==> src/rtl/mips_ctrl_pkg.sv <==
// mips_ctrl_pkg: state, opcode and control-field encodings for the multicycle MIPS controller
package mips_ctrl_pkg;
  typedef enum logic [3:0] {
    S_FETCH, S_DECODE, S_MEMADR, S_MEMRD, S_MEMWB, S_MEMWR,
    S_EXECUTE, S_ALUWB, S_BRANCH, S_ADDIEX, S_ADDIWB, S_JUMP, S_BNE
  } state_t;
  localparam logic [5:0] OP_RTYPE = 6'b000000;
  localparam logic [5:0] OP_LW    = 6'b100011;
  localparam logic [5:0] OP_SW    = 6'b101011;
  localparam logic [5:0] OP_BEQ   = 6'b000100;
  localparam logic [5:0] OP_BNE   = 6'b000101;
  localparam logic [5:0] OP_ADDI  = 6'b001000;
  localparam logic [5:0] OP_J     = 6'b000010;
  localparam logic [1:0] ALU_ADD = 2'b00, ALU_SUB = 2'b01, ALU_FUNCT = 2'b10;
  localparam logic [1:0] SRCB_B = 2'b00, SRCB_4 = 2'b01, SRCB_IMM = 2'b10, SRCB_IMM_SH2 = 2'b11;
  localparam logic [1:0] PC_ALU = 2'b00, PC_ALUOUT = 2'b01, PC_JUMP = 2'b10;
  function automatic logic is_wait(state_t s);
    return s == S_FETCH || s == S_MEMRD || s == S_MEMWR;
  endfunction
endpackage

==> src/rtl/mips_ctrl_outdec.sv <==
// mips_ctrl_outdec: state to datapath control decode (BNE decode under MIPS_CTRL_BNE_EN)
module mips_ctrl_outdec import mips_ctrl_pkg::*; (
  input  state_t     st,
  input  logic       zero,
  input  logic       mem_ready,
  input  logic       rst,
  output logic       pc_en,
  output logic       iord,
  output logic       mem_read,
  output logic       mem_write,
  output logic       ir_write,
  output logic       reg_dst,
  output logic       mem_to_reg,
  output logic       reg_write,
  output logic       alu_src_a,
  output logic [1:0] alu_src_b,
  output logic [1:0] alu_op,
  output logic [1:0] pc_src
);
  logic pc_write, branch, take, irw, rw, mw;
  // per-state control decode; write strobes are masked while in reset
  always_comb begin
    iord = 1'b0;
    mem_read = 1'b0;
    mw = 1'b0;
    irw = 1'b0;
    reg_dst = 1'b0;
    mem_to_reg = 1'b0;
    rw = 1'b0;
    alu_src_a = 1'b0;
    alu_src_b = SRCB_B;
    alu_op = ALU_ADD;
    pc_src = PC_ALU;
    pc_write = 1'b0;
    branch = 1'b0;
    take = zero;
    case (st)
      S_FETCH: begin
        mem_read = 1'b1;
        alu_src_b = SRCB_4;
        irw = mem_ready;
        pc_write = mem_ready;
      end
      S_DECODE: alu_src_b = SRCB_IMM_SH2;
      S_MEMADR, S_ADDIEX: begin
        alu_src_a = 1'b1;
        alu_src_b = SRCB_IMM;
      end
      S_MEMRD: begin
        mem_read = 1'b1;
        iord = 1'b1;
      end
      S_MEMWB: begin
        rw = 1'b1;
        mem_to_reg = 1'b1;
      end
      S_MEMWR: begin
        mw = 1'b1;
        iord = 1'b1;
      end
      S_EXECUTE: begin
        alu_src_a = 1'b1;
        alu_op = ALU_FUNCT;
      end
      S_ALUWB: begin
        rw = 1'b1;
        reg_dst = 1'b1;
      end
      S_BRANCH: begin
        alu_src_a = 1'b1;
        alu_op = ALU_SUB;
        pc_src = PC_ALUOUT;
        branch = 1'b1;
      end
`ifdef MIPS_CTRL_BNE_EN
      S_BNE: begin
        alu_src_a = 1'b1;
        alu_op = ALU_SUB;
        pc_src = PC_ALUOUT;
        branch = 1'b1;
        take = ~zero;
      end
`endif
      S_ADDIWB: rw = 1'b1;
      S_JUMP: begin
        pc_src = PC_JUMP;
        pc_write = 1'b1;
      end
      default: ;
    endcase
  end
  assign pc_en = ~rst & (pc_write | (branch & take));
  assign ir_write = ~rst & irw;
  assign reg_write = ~rst & rw;
  assign mem_write = ~rst & mw;
endmodule

==> src/rtl/mips_multicycle_ctrl.sv <==
// mips_multicycle_ctrl: multicycle MIPS main control FSM with mem_ready timeout (bne via MIPS_CTRL_BNE_EN)
module mips_multicycle_ctrl import mips_ctrl_pkg::*; #(
  parameter int STATE_W = 4,
  parameter int FETCH_TIMEOUT = 15
) (
  input  logic               clk,
  input  logic               rst,
  input  logic [5:0]         opcode,
  input  logic               zero,
  input  logic               mem_ready,
  output logic               pc_en,
  output logic               iord,
  output logic               mem_read,
  output logic               mem_write,
  output logic               ir_write,
  output logic               reg_dst,
  output logic               mem_to_reg,
  output logic               reg_write,
  output logic               alu_src_a,
  output logic [1:0]         alu_src_b,
  output logic [1:0]         alu_op,
  output logic [1:0]         pc_src,
  output logic               illegal,
  output logic               err_timeout,
  output logic [STATE_W-1:0] state
);
  localparam int CW = $clog2(FETCH_TIMEOUT + 1);
  state_t st, nxt;
  logic [CW-1:0] cnt;
  logic tmo;
  // timeout fires on the last tolerated stalled cycle, so the abandoned access never completes
  assign tmo = is_wait(st) && !mem_ready && cnt == CW'(FETCH_TIMEOUT - 1);
  assign err_timeout = tmo;
  assign state = STATE_W'(st);
  // state register and stall counter; the counter only survives a stay in a wait state
  always_ff @(posedge clk) begin
    if (rst) begin
      st <= S_FETCH;
      cnt <= '0;
    end else begin
      st <= nxt;
      cnt <= (nxt == st && is_wait(st) && !tmo) ? cnt + 1'b1 : '0;
    end
  end
  // next-state selection; opcode stays valid in the IR for the whole instruction
  always_comb begin
    nxt = S_FETCH;
    illegal = 1'b0;
    case (st)
      S_FETCH: nxt = mem_ready ? S_DECODE : S_FETCH;
      S_DECODE:
        case (opcode)
          OP_LW, OP_SW: nxt = S_MEMADR;
          OP_RTYPE: nxt = S_EXECUTE;
          OP_BEQ: nxt = S_BRANCH;
          OP_ADDI: nxt = S_ADDIEX;
          OP_J: nxt = S_JUMP;
`ifdef MIPS_CTRL_BNE_EN
          OP_BNE: nxt = S_BNE;
`endif
          default: illegal = 1'b1;
        endcase
      S_MEMADR: nxt = opcode == OP_SW ? S_MEMWR : S_MEMRD;
      S_MEMRD: nxt = mem_ready ? S_MEMWB : S_MEMRD;
      S_MEMWR: nxt = mem_ready ? S_FETCH : S_MEMWR;
      S_EXECUTE: nxt = S_ALUWB;
      S_ADDIEX: nxt = S_ADDIWB;
      default: nxt = S_FETCH;
    endcase
    if (tmo) nxt = S_FETCH;
  end
  mips_ctrl_outdec u_dec (
    .st(st), .zero(zero), .mem_ready(mem_ready), .rst(rst),
    .pc_en(pc_en), .iord(iord), .mem_read(mem_read), .mem_write(mem_write),
    .ir_write(ir_write), .reg_dst(reg_dst), .mem_to_reg(mem_to_reg),
    .reg_write(reg_write), .alu_src_a(alu_src_a), .alu_src_b(alu_src_b),
    .alu_op(alu_op), .pc_src(pc_src)
  );
endmodule

==> config.mk <==
export PLATFORM = sky130hd
export DESIGN_NAME = mips_multicycle_ctrl
export DESIGN_NICKNAME = d
export VERILOG_FILES = /design/src/rtl/mips_ctrl_pkg.sv /design/src/rtl/mips_ctrl_outdec.sv /design/src/rtl/mips_multicycle_ctrl.sv
export SDC_FILE = /design/constraint.sdc
export NUM_CORES = 1
export LEC_CHECK = 0
export CELL_PAD_IN_SITES_DETAIL_PLACEMENT = 0
export CELL_PAD_IN_SITES_GLOBAL_PLACEMENT = 1
export CORE_ASPECT_RATIO = 1.5
export CORE_MARGIN = 1.5
export CORE_UTILIZATION = 28
export DETAILED_ROUTE_END_ITERATION = 8
export PLACE_DENSITY = 0.86
export SLEW_MARGIN = 15
export SYNTH_ARGS = -nofsm -noshare
export SYNTH_HDL_FRONTEND = slang
export SYNTH_SLANG_ARGS = --single-unit
==> constraint.sdc <==
create_clock -name clk -period 1.7 [get_ports clk]
set_input_delay 0.34 -clock clk [delete_from_list [all_inputs] [get_ports clk]]
set_output_delay 0.34 -clock clk [all_outputs]
set_load 0.02 [all_outputs]
==> flow_summary.toml <==
[floorplanning]
ios = 31
core_area_um2 = 2500
start_util_pct = 30.0
die_h_um = 66.4
num_rows = 22
die_w_um = 45.3
die_area_um2 = 3010

[timing]
finalSetupViolCount = 2
slew_violations = 0
setup_slack_ns = -0.0480
rsz0062_at_grt = "true"
post-route-min-period_ns = 1.75
hold_slack_ns = 0.511
clock_skew_ns = 0.00220
max_freq_mhz = 572
finalHoldViolations = 0
maxSlewHeadroom_pct = 77.0
min_period_over_period_pct = 103
worst_slew_pin_slew_ns = 0.344

[placed_design]
gp_congestion = 0.814
dp_cells = 204
preCtsSetupSlack_ns = -0.630
numPortBuffers = 30
post-dp-hpwl_um = 2010

[worst_setup_path]
reg2reg_depth = 5
start_kind = "flip-flop"
r2r_slack_ns = 0.04
r2r-start = "state[1]"
arrival_ns = 1.41
crit_chain = "buf_6 > or3_4 > a21oi_2 > buf_4"
required_ns = 1.36
critPathKind = "flip-flop to output pin"
r2r_end = "cnt[2]"
critPathMaxFanout = 6
cpPeakStageDelay_ns = 0.38
cp_slowest_cell = "or3_4"
cp-end-kind = "output pin"
critical_path_buf_inv_count = 2
critPathTopFamily = "simple AND/OR/NAND/NOR gates"

[detailed_routing]
wl_um = 2670
via_count = 1053
drcViolationCount = 0
wl_per_cell_um = 12.7
drtIter0Drc = 21
dr.pass1.iters = 4
viasPerCell = 4.99
antenna_left = 0

[clocking]
htree_levels = 1
cts_buffers = 3
clkLatencyLatePin_ns = 0.26
clock_sinks = 8
clkTransAtPathRegs_ns = 0.06
cts-root-buf = "clkbuf_4"
clockBufferDepth = 2
cts_tree = "yes"

[layout]
layout-drive-gt1-share_pct = 51.4
fillers = 226
syn_to_final_growth_pct = 99.7
multi_input_area_um2 = 652
fin_cells = 211
nets = 189
ff_latch_area_um2 = 176
antenna_cells = 0

[power_and_ir_drop]
p_sw_mw = 0.228
leakagePower_nw = 0.707
irDropWorstVdd_mv = 0.191
power.total_mw = 0.657
powerDensity_nw_per_um2 = 439
clockPowerShare_pct = 23.2
swShare_pct = 34.7
comb_power_share_pct = 45.3
seqPwrFrac_pct = 31.4
internal_power_mw = 0.429

[job]
drv_cap = 0

[global_routing]
grt_max_degree = 10
grtUsageTotal_pct = 18.5
grt_pass1_wl_um = 4200
antenna_found_initial = 0
grt.overflow.total = 0
grt_pass1_vias = 1042

[synth]
postSynth.asyncResetShare_pct = 0
synth_nets = 119
ys_types = 38
syn_area_per_cell_um2 = 7.02
syn_area_um2 = 751
synth_edf_count = 0
yosys_warnings = 0
ys_seq_area_share_pct = 21.3
ys_ff_latch = 8
synth_ff_type = "dfxtp_1"
syn_inst = 107

[min_path]
whs_endpoint = "cnt[0]"
hold_path_class = "flip-flop to flip-flop"
hold_start = "cnt[0]"
holdPathStages = 2

[status]
violations = "setup timing"
run_status = "finished with violations"
-- through the flow --
step           area [um2]  TNS, ns  util [%]
6_report             1500  -0.0599      59.8
3_3_place_gp         1380    -6.30      55.2
4_1_cts              1410   -0.222      56.1
2_1_floorplan         786  -0.0900         -
5_1_grt              1500   -0.302      59.8
3_5_place_dp         1380    -6.69      55.2
-- power groups by stage --
stage / clock [mW] / combinational, mW / sequential (mW)
final: 0.153 / 0.298 / 0.207
after global routing: 0.174 / 0.321 / 0.208
after CTS: 0.154 / 0.273 / 0.204
after detailed placement: 0 / 0.276 / 0.211
after global placement: 0 / 0.269 / 0.211
after floorplan: 0 / 0.130 / 0.212
-- placed cells by master (no fill, tap or decap), types with 3 or more instances in the layout --
cell type        n
clkbuf_4         3
a21oi_1          4
buf_6            5
nor2_2           3
o21ai_0          5
dfxtp_1          3
buf_4           50
dfxtp_4          4
buf_2            4
dlygate4sd2_1    6
nand2_1          4
clkbuf_2         3
xor2_1           3
nand3_1          5
nand2b_1         4
nor2_1          13
dlymetal6s2s_1   5
nor3_1           3
-- worst max-delay path by stage --
stage,startpoint,endpoint,slack (ns),cells after the start
5_1_grt,state[0],err_timeout,-0.1,4
3_3_place_gp,opcode[1],illegal,-0.57,5
6_report,state[0],err_timeout,-0.05,4
3_5_place_dp,opcode[3],illegal,-0.63,5
2_1_floorplan,state[1],reg_write,-0.09,6
4_1_cts,opcode[2],illegal,-0.16,5
-- tightest hold or removal path: cells and delay by family, from the launching register on --
family	cells	cell delay [ns]
AND/OR/NAND/NOR	1	0.04
flip-flops	1	0.33
buffers and inverters	1	0.11
-- state kept, by name, summed over array words and instances, names as in the netlist --
name	flops
cnt	4
state	4
-- metal layers --
metal,vias up,wire length (um),track usage (%)
li1,520,-,-
met1,497,1040,20.2
met2,29,1510,33.6
met3,7,75,2.73
met4,0,47,8.09
met5,-,0,0
-- area by class of cell --
| class | count | area share (%) |
|---|---|---|
| clock buffers | 3 | 1.50 |
| inverters | 3 | 0.751 |
| multi-input cells | 87 | 43.5 |
| flip-flops and latches | 8 | 11.8 |
| well taps | 36 | 3.01 |
| repair buffers | 74 | 39.5 |
-- cell usage after synthesis (2+ instances only) --
cell type	count	area, um2
a211oi_1	2	15.0
a21oi_1	5	25.0
a31oi_1	2	12.5
and3_1	2	12.5
buf_2	2	10.0
clkbuf_1	5	18.8
dfxtp_1	8	160
ha_1	2	25.0
inv_1	3	11.3
mux2i_1	2	20.0
nand2_1	4	15.0
nand2b_1	6	37.5
nand3_1	5	25.0
nand3b_1	2	15.0
nor2_1	17	63.8
nor3_1	6	30.0
nor4_1	2	12.5
o211ai_1	2	15.0
o21ai_0	5	25.0
o21bai_1	2	15.0
or3_1	3	18.8
xor2_1	4	35.0
-- kinds of logic after synthesis --
logic type / Yosys count / share of synthesized area, %
AO/OA/AOI/OAI: 24 / 21.3
XOR/XNOR: 5 / 5.83
adder cells (fa/ha/maj): 2 / 3.33
buffers and inverters: 12 / 7.33
flip-flops: 8 / 21.3
multiplexers: 3 / 4.17
AND/OR/NAND/NOR: 53 / 36.7
-- timing repair --
action / in CTS / in global routing
buffers inserted: 4 / 1
pin swaps: 9 / 12
hold buffers: 0 / 0
endpoints found under the setup margin: 25 / 21
resized for setup: 87 / 40
Power figures use the tool's default switching activity.
